**src/rtl/hamming_decoder_stream_pkg.sv**
```systemverilog
// Shared types and elaboration helpers for the streaming Hamming decoder and its syndrome unit.
package hamming_decoder_stream_pkg;

  typedef enum logic [1:0] {
    ERR_NONE,
    ERR_CORRECTED,
    ERR_UNCORRECTABLE
  } err_kind_e;

  // Smallest p with 2^p >= data_width + p + 1 (single-error-correcting Hamming code).
  function automatic int get_hamming_parity_width(input int data_width);
    int p;
    p = 1;
    while ((1 << p) < (data_width + p + 1)) p++;
    return p;
  endfunction

  function automatic logic is_pow2(input int x);
    return (x > 0) && ((x & (x - 1)) == 0);
  endfunction

endpackage

```
**src/rtl/hamming_syndrome.sv**
```systemverilog
// Combinational Hamming syndrome: bit i is the XOR of every block bit whose 1-indexed position has bit i set.
module hamming_syndrome
  import hamming_decoder_stream_pkg::*;
#(
  parameter  int DATA_WIDTH   = 8,
  localparam int PARITY_WIDTH = get_hamming_parity_width(DATA_WIDTH),
  localparam int BLOCK_WIDTH  = DATA_WIDTH + PARITY_WIDTH
) (
  input  logic [BLOCK_WIDTH-1:0]  block,
  output logic [PARITY_WIDTH-1:0] syndrome
);

  always_comb begin
    syndrome = '0;
    for (int i = 0; i < PARITY_WIDTH; i++) begin
      for (int j = 0; j < BLOCK_WIDTH; j++) begin
        if ((((j + 1) >> i) & 1) == 1) syndrome[i] = syndrome[i] ^ block[j];
      end
    end
  end

endmodule

```
**src/rtl/hamming_decoder_stream.sv**
```systemverilog
// Two-stage streaming Hamming decoder: syndrome at stage 1, correction/extraction at stage 2,
// with saturating corrected/uncorrectable counters updated on output handshakes.
module hamming_decoder_stream
  import hamming_decoder_stream_pkg::*;
#(
  parameter  int DATA_WIDTH   = 8,
  parameter  int COUNT_WIDTH  = 16,
  localparam int PARITY_WIDTH = get_hamming_parity_width(DATA_WIDTH),
  localparam int BLOCK_WIDTH  = DATA_WIDTH + PARITY_WIDTH
) (
  input  logic                    clock,
  input  logic                    resetn,
  input  logic                    in_valid,
  output logic                    in_ready,
  input  logic [BLOCK_WIDTH-1:0]  in_block,
  output logic                    out_valid,
  input  logic                    out_ready,
  output logic [DATA_WIDTH-1:0]   out_data,
  output logic [PARITY_WIDTH-1:0] out_syndrome,
  output logic                    out_corrected,
  output logic                    out_uncorrectable,
  input  logic                    clear_counters,
  output logic [COUNT_WIDTH-1:0]  corrected_count,
  output logic [COUNT_WIDTH-1:0]  uncorrectable_count
);

  function automatic err_kind_e classify(input logic [PARITY_WIDTH-1:0] s);
    if (s == '0) return ERR_NONE;
    else if (int'(s) <= BLOCK_WIDTH) return ERR_CORRECTED;
    else return ERR_UNCORRECTABLE;
  endfunction

  // One-hot at position s; all-zero when s is 0 or points past the block.
  function automatic logic [BLOCK_WIDTH-1:0] flip_mask(input logic [PARITY_WIDTH-1:0] s);
    logic [BLOCK_WIDTH-1:0] m;
    for (int j = 0; j < BLOCK_WIDTH; j++) m[j] = (int'(s) == (j + 1));
    return m;
  endfunction

  // Inverse of encoder placement: non-power-of-two positions carry data, LSB first.
  function automatic logic [DATA_WIDTH-1:0] extract(input logic [BLOCK_WIDTH-1:0] b);
    logic [DATA_WIDTH-1:0] d;
    int k;
    d = '0;
    k = 0;
    for (int j = 0; j < BLOCK_WIDTH; j++) begin
      if (!is_pow2(j + 1)) begin
        d[k] = b[j];
        k++;
      end
    end
    return d;
  endfunction

  logic [PARITY_WIDTH-1:0] syn_comb;
  logic                    ld_p1, ld_p2, hs_out;

  logic                    vld_p1_q, vld_p1_d;
  logic [BLOCK_WIDTH-1:0]  blk_p1_q, blk_p1_d;
  logic [PARITY_WIDTH-1:0] syn_p1_q, syn_p1_d;

  logic                    vld_p2_q, vld_p2_d;
  logic [DATA_WIDTH-1:0]   data_p2_q, data_p2_d;
  logic [PARITY_WIDTH-1:0] syn_p2_q, syn_p2_d;
  logic                    corr_p2_q, corr_p2_d;
  logic                    unc_p2_q, unc_p2_d;
  err_kind_e               kind_p1;

  logic [COUNT_WIDTH-1:0]  corr_cnt_q, corr_cnt_d;
  logic [COUNT_WIDTH-1:0]  unc_cnt_q, unc_cnt_d;

  hamming_syndrome #(.DATA_WIDTH(DATA_WIDTH)) u_syndrome (
    .block    (in_block),
    .syndrome (syn_comb)
  );

  // Each stage loads when empty or when its occupant moves on this cycle.
  always_comb begin
    ld_p2  = !vld_p2_q || out_ready;
    ld_p1  = !vld_p1_q || ld_p2;
    hs_out = vld_p2_q && out_ready;
  end

  assign in_ready = ld_p1;

  // Stage 1: capture block and its syndrome
  always_comb begin
    vld_p1_d = vld_p1_q;
    blk_p1_d = blk_p1_q;
    syn_p1_d = syn_p1_q;
    if (ld_p1) begin
      vld_p1_d = in_valid;
      blk_p1_d = in_block;
      syn_p1_d = syn_comb;
    end
  end

  // Stage 2: correct, extract and flag
  always_comb begin
    kind_p1   = classify(syn_p1_q);
    vld_p2_d  = vld_p2_q;
    data_p2_d = data_p2_q;
    syn_p2_d  = syn_p2_q;
    corr_p2_d = corr_p2_q;
    unc_p2_d  = unc_p2_q;
    if (ld_p2) begin
      vld_p2_d  = vld_p1_q;
      data_p2_d = extract(blk_p1_q ^ flip_mask(syn_p1_q));
      syn_p2_d  = syn_p1_q;
      corr_p2_d = (kind_p1 == ERR_CORRECTED);
      unc_p2_d  = (kind_p1 == ERR_UNCORRECTABLE);
    end
  end

  always_comb begin
    corr_cnt_d = corr_cnt_q;
    unc_cnt_d  = unc_cnt_q;
    if (clear_counters) begin
      corr_cnt_d = '0;
      unc_cnt_d  = '0;
    end else if (hs_out) begin
      if (corr_p2_q && (corr_cnt_q != '1)) corr_cnt_d = corr_cnt_q + 1'b1;
      if (unc_p2_q && (unc_cnt_q != '1))   unc_cnt_d  = unc_cnt_q + 1'b1;
    end
  end

  always_ff @(posedge clock or negedge resetn) begin
    if (!resetn) begin
      vld_p1_q   <= 1'b0;
      vld_p2_q   <= 1'b0;
      data_p2_q  <= '0;
      syn_p2_q   <= '0;
      corr_p2_q  <= 1'b0;
      unc_p2_q   <= 1'b0;
      corr_cnt_q <= '0;
      unc_cnt_q  <= '0;
    end else begin
      vld_p1_q   <= vld_p1_d;
      vld_p2_q   <= vld_p2_d;
      data_p2_q  <= data_p2_d;
      syn_p2_q   <= syn_p2_d;
      corr_p2_q  <= corr_p2_d;
      unc_p2_q   <= unc_p2_d;
      corr_cnt_q <= corr_cnt_d;
      unc_cnt_q  <= unc_cnt_d;
    end
  end

  // Stage-1 payload is qualified by vld_p1_q, so it needs no reset.
  always_ff @(posedge clock) begin
    blk_p1_q <= blk_p1_d;
    syn_p1_q <= syn_p1_d;
  end

  assign out_valid           = vld_p2_q;
  assign out_data            = data_p2_q;
  assign out_syndrome        = syn_p2_q;
  assign out_corrected       = corr_p2_q;
  assign out_uncorrectable   = unc_p2_q;
  assign corrected_count     = corr_cnt_q;
  assign uncorrectable_count = unc_cnt_q;

endmodule
```
**config.mk**
```make
export PLATFORM = sky130hd
export DESIGN_NAME = hamming_decoder_stream
export DESIGN_NICKNAME = d
export VERILOG_FILES = /design/src/rtl/hamming_decoder_stream_pkg.sv /design/src/rtl/hamming_syndrome.sv /design/src/rtl/hamming_decoder_stream.sv
export SDC_FILE = /design/constraint.sdc
export NUM_CORES = 1
export LEC_CHECK = 0
export CAP_MARGIN = 20
export CORE_UTILIZATION = 30
export DETAILED_ROUTE_END_ITERATION = 6
export PLACE_DENSITY = 0.52
export SLEW_MARGIN = 20
export SYNTH_ARGS = -nofsm -noshare
export SYNTH_HDL_FRONTEND = slang
export SYNTH_HIERARCHICAL = 1
export SYNTH_SLANG_ARGS = --single-unit
```
**constraint.sdc**
```tcl
create_clock -name clock -period 3 [get_ports clock]
set_input_delay 0.3 -clock clock [delete_from_list [all_inputs] [get_ports clock]]
set_output_delay 0.3 -clock clock [all_outputs]
set_load 0.05 [all_outputs]
```
==> results.txt <==
----------------------------------------------------
[STA]
  Final setup fails ... 0
  Final hold viol count ... 0
  Setup TNS Final ... 0 ps
  Max-Slew Margin vs Limit ... 47.49%
  Fin Clk Skew ... 9.387 ps
  Fin worst setup slack ... 959.4 ps
  Clock period minus final worst setup slack ... 2041 ps
  Part of the cycle the worst path needs ... 68.02%
  RSZ-0062 raised after global routing ... false
  Max Clk Rate ... 490.1 MHz
  Least-Margin Pin Slew ... 787.7 ps
  Final-report max-slew violation count ... 0

[Job]
  Reported max-cap violation count ... 0

[Yosys]
  Area of the mapped netlist ... 3029 sq um
  Most common cell in the netlist ... dfrtp_1
  Synth Net Count ... 302
  Area share of the leading cell type in the synthesized netlist ... 39.65%
  Share of the yosys chip area belonging to registers ... 51.55%
  Post-Synthesis Mean Instance Area ... 10.70 sq um
  Top_reg_cell synth ... dfrtp_1
  EDFF count, synth ... 12
  Leading cell types by total area after synthesis ... dfrtp_1 40%, edfxtp_1 12%, xnor2_1 8.4%
  Post-synthesis sequential element count ... 60
  Number of distinct library cells after synthesis ... 44
  Library cell occupying the most area in the post-synthesis netlist ... dfrtp_1
  Commonest cells in the synthesized netlist ... 48 x dfrtp_1, 37 x nor2_1, 29 x xnor2_1
  Ys async rst share ... 80.00%
  Cells after synthesis ... 283
  Number of warnings issued by yosys ... 6

[Worst setup path]
  Startpoint type of the worst setup path ... flop
  Peak per-stage delay on the critical path ... 440 ps
  Worst reg2reg path startpoint ... uncorrectable_count[0]
  Worst path arrival time ... 2260 ps
  Beginning of the critical path ... uncorrectable_count[0]
  Nature of the critical path endpoint ... flop
  Critical path fanouts, max ... 8
  Worst Setup Path Type ... flop to flop
  Cell at the slowest stage of the critical path ... dfrtp_1
  Series of cell instances along the critical path ... ha_1, nand4_1, nor2_1, a21bo_2, nor4_1, mux2_1
  Worst Path Buf+Inv ... 0
  CP Data Required Time ... 3220 ps
  Category of cells accounting for the largest share of critical-path delay ... simple AND/OR/NAND/NOR gates

[Power and ir drop]
  Maximum ir drop on the vdd rail ... 344.8 uV
  Leakage component of the power ... 0.001540 uW
  Pwr Density ... 557.2 nW/um^2

[Die]
  Top Ports ... 65
  Core region area ... 9774 sq um
  Overall die height ... 102.5 um
  Die ar. ... 10,500 sq um
  Cell row count ... 36
  Overall die width ... 102.5 um
  Initial core utilization ... 30.99%

[Cells and area]
  Area overhead of the layout relative to synthesis ... 32.55%
  Total area of sequential cells ... 1562 sq um
  Fraction of layout cells with a size suffix above 1 ... 9.497%
  Number of fillers in the final layout ... 988
  Nets ... 372
  Ant diodes ... 0
  Multi-input gate area ... 1414 sq um

[GRT]
  GRT Total Usage ... 13.61%
  Largest net degree at the start of global routing ... 35
  Initial antenna violation count ... 0
  Vias in the first global route ... 2,273
  Global route total overflow ... 0
  Global-route wire length before repair ... 10,960 um

[Clock network]
  Quantity of hold-fixing buffers added after cts ... 0
  Post-cts gate resize count ... 0
  Number of buffers inserted by post-CTS setup repair ... 0
  Clk sinks ... 60
  Total CTS buffers ... 9
  TritonCTS clock tree ... yes
  Cell at the root of the clock tree ... clkbuf_8
  H-Tree Depth ... 3
  Maximum clock insertion buffer count ... 2
  Reg clk slew, reported paths ... 70 ps
  Clock latency on the worst-skew pair ... 330 ps

[Detailed routing]
  First-pass detailed-route iteration total ... 4
  Vias ... 2,299
  Mean number of vias per cell ... 4.682
  Number of DRC violations after detailed routing ... 0
  Detail Route Antenna Nets ... 0
  Routed WL per cell ... 13.48 um
  Number of DRC violations after detailed-routing iteration 0 ... 47
  Detailed-route wire length ... 6620 um

[Placement]
  Input/output buffers ... 64
  HPWL Detailed ... 4798 um
  Post-Place Setup Slack ... 618.4 ps
  Gpl congestion ... 0.7711

[Status]
  Result of the run ... finished clean

[Min path]
  Classification of the worst-slack hold path ... primary input to asynchronous set/reset pin

----------------------------------------------------
[stage by stage]
step                power (uW)  instance area [sq um]  util [%]  hold slack [ps]  instances
floorplan                 1344                   3029         -            4.409        283
global placement          1548                   3824     39.12            425.0        475
detailed placement        1550                   3824     39.12            435.0        475
CTS                       2272                   4015     41.08            67.79        491
global route              2342                   4015     41.08            110.7        491
finish                    2237                   4015     41.08            49.61        491
[where the power goes]
group,switching (uW),internal (uW),total (uW)
Combinational,336,203,538
Clock,315,396,712
Sequential,69.3,918,988
[path summary, 6_finish.rpt]
path                                           end  slack (ps)  cells past startpoint
hold / removal                 corrected_count[10]          50                      1
max in group asynchronous                 vld_p1_q        2250                      2
setup reg to reg           uncorrectable_count[15]         960                      6
hold reg to reg                        out_data[5]         480                      2
setup / recovery           uncorrectable_count[15]         960                      6
min in group clock                     out_data[5]         480                      2
[kinds of logic (layout without fill, tap and decap cells)]
group / Yosys count / after routing / share of synthesized area (%)
xor+xnor: 41 / 41 / 14.13
fa+ha+maj: 2 / 2 / 0.8260
simple gates: 124 / 124 / 21.44
compound gates: 35 / 35 / 7.724
flops: 60 / 60 / 51.55
mux: 7 / 7 / 2.561
buf+inv: 14 / 89 / 1.776
[layer usage]
| metal | vias to the layer above | share of wire, % | track usage, % | routed length (um) |
|---|---|---|---|---|
| li1 | 1146 | - | - | - |
| met1 | 1083 | 48 | 17.67 | 3145 |
| met2 | 59 | 46 | 21.38 | 3029 |
| met3 | 11 | 5.1 | 3.352 | 337 |
| met4 | 0 | 1.6 | 6.154 | 108 |
| met5 | - | 0 | 0 | 0 |
[area by class of cell]
| type | count | area share [%] |
|---|---|---|
| clock buffer | 10 | 3.428 |
| tap | 133 | 4.145 |
| multi-input combinational | 209 | 35.21 |
| sequential | 60 | 38.89 |
| inverter | 5 | 0.4674 |
| clock inverter | 6 | 1.340 |
| timing repair buffer | 68 | 16.52 |
[layout by cell type (no fill, tap or decap), types with 4 or more instances in the layout]
master,n
clkdlybuf4s50_1,62
dfrtp_1,48
nor2_1,37
xnor2_1,29
nand2_1,28
o21ai_0,14
edfxtp_1,12
nand3_1,10
clkbuf_8,10
nand4_1,7
nor3_1,7
xor2_1,7
nor2b_1,6
a21oi_1,6
inv_1,5
nand2b_1,5
mux2_2,5
buf_4,5
xnor3_1,5
a311oi_1,4
nor4_1,4
or4_1,4
[worst register-to-register path, cell delays in order (launching register included)]
cell and delay [ps]:
dfrtp_1 440, ha_1 230, nand4_1 150, nor2_1 150
a21bo_2 270, nor4_1 320, mux2_1 360
[flip-flops by register name (all words and copies together), names as in the netlist]
name / count
corrected_count: 16
out_uncorrectable: 1
vld_p1_q: 1
out_valid: 1
uncorrectable_count: 16
syn_p1_q: 4
blk_p1_q: 8
out_corrected: 1
out_syndrome: 4
out_data: 8
No activity file was read; power rests on OpenSTA's default activity.
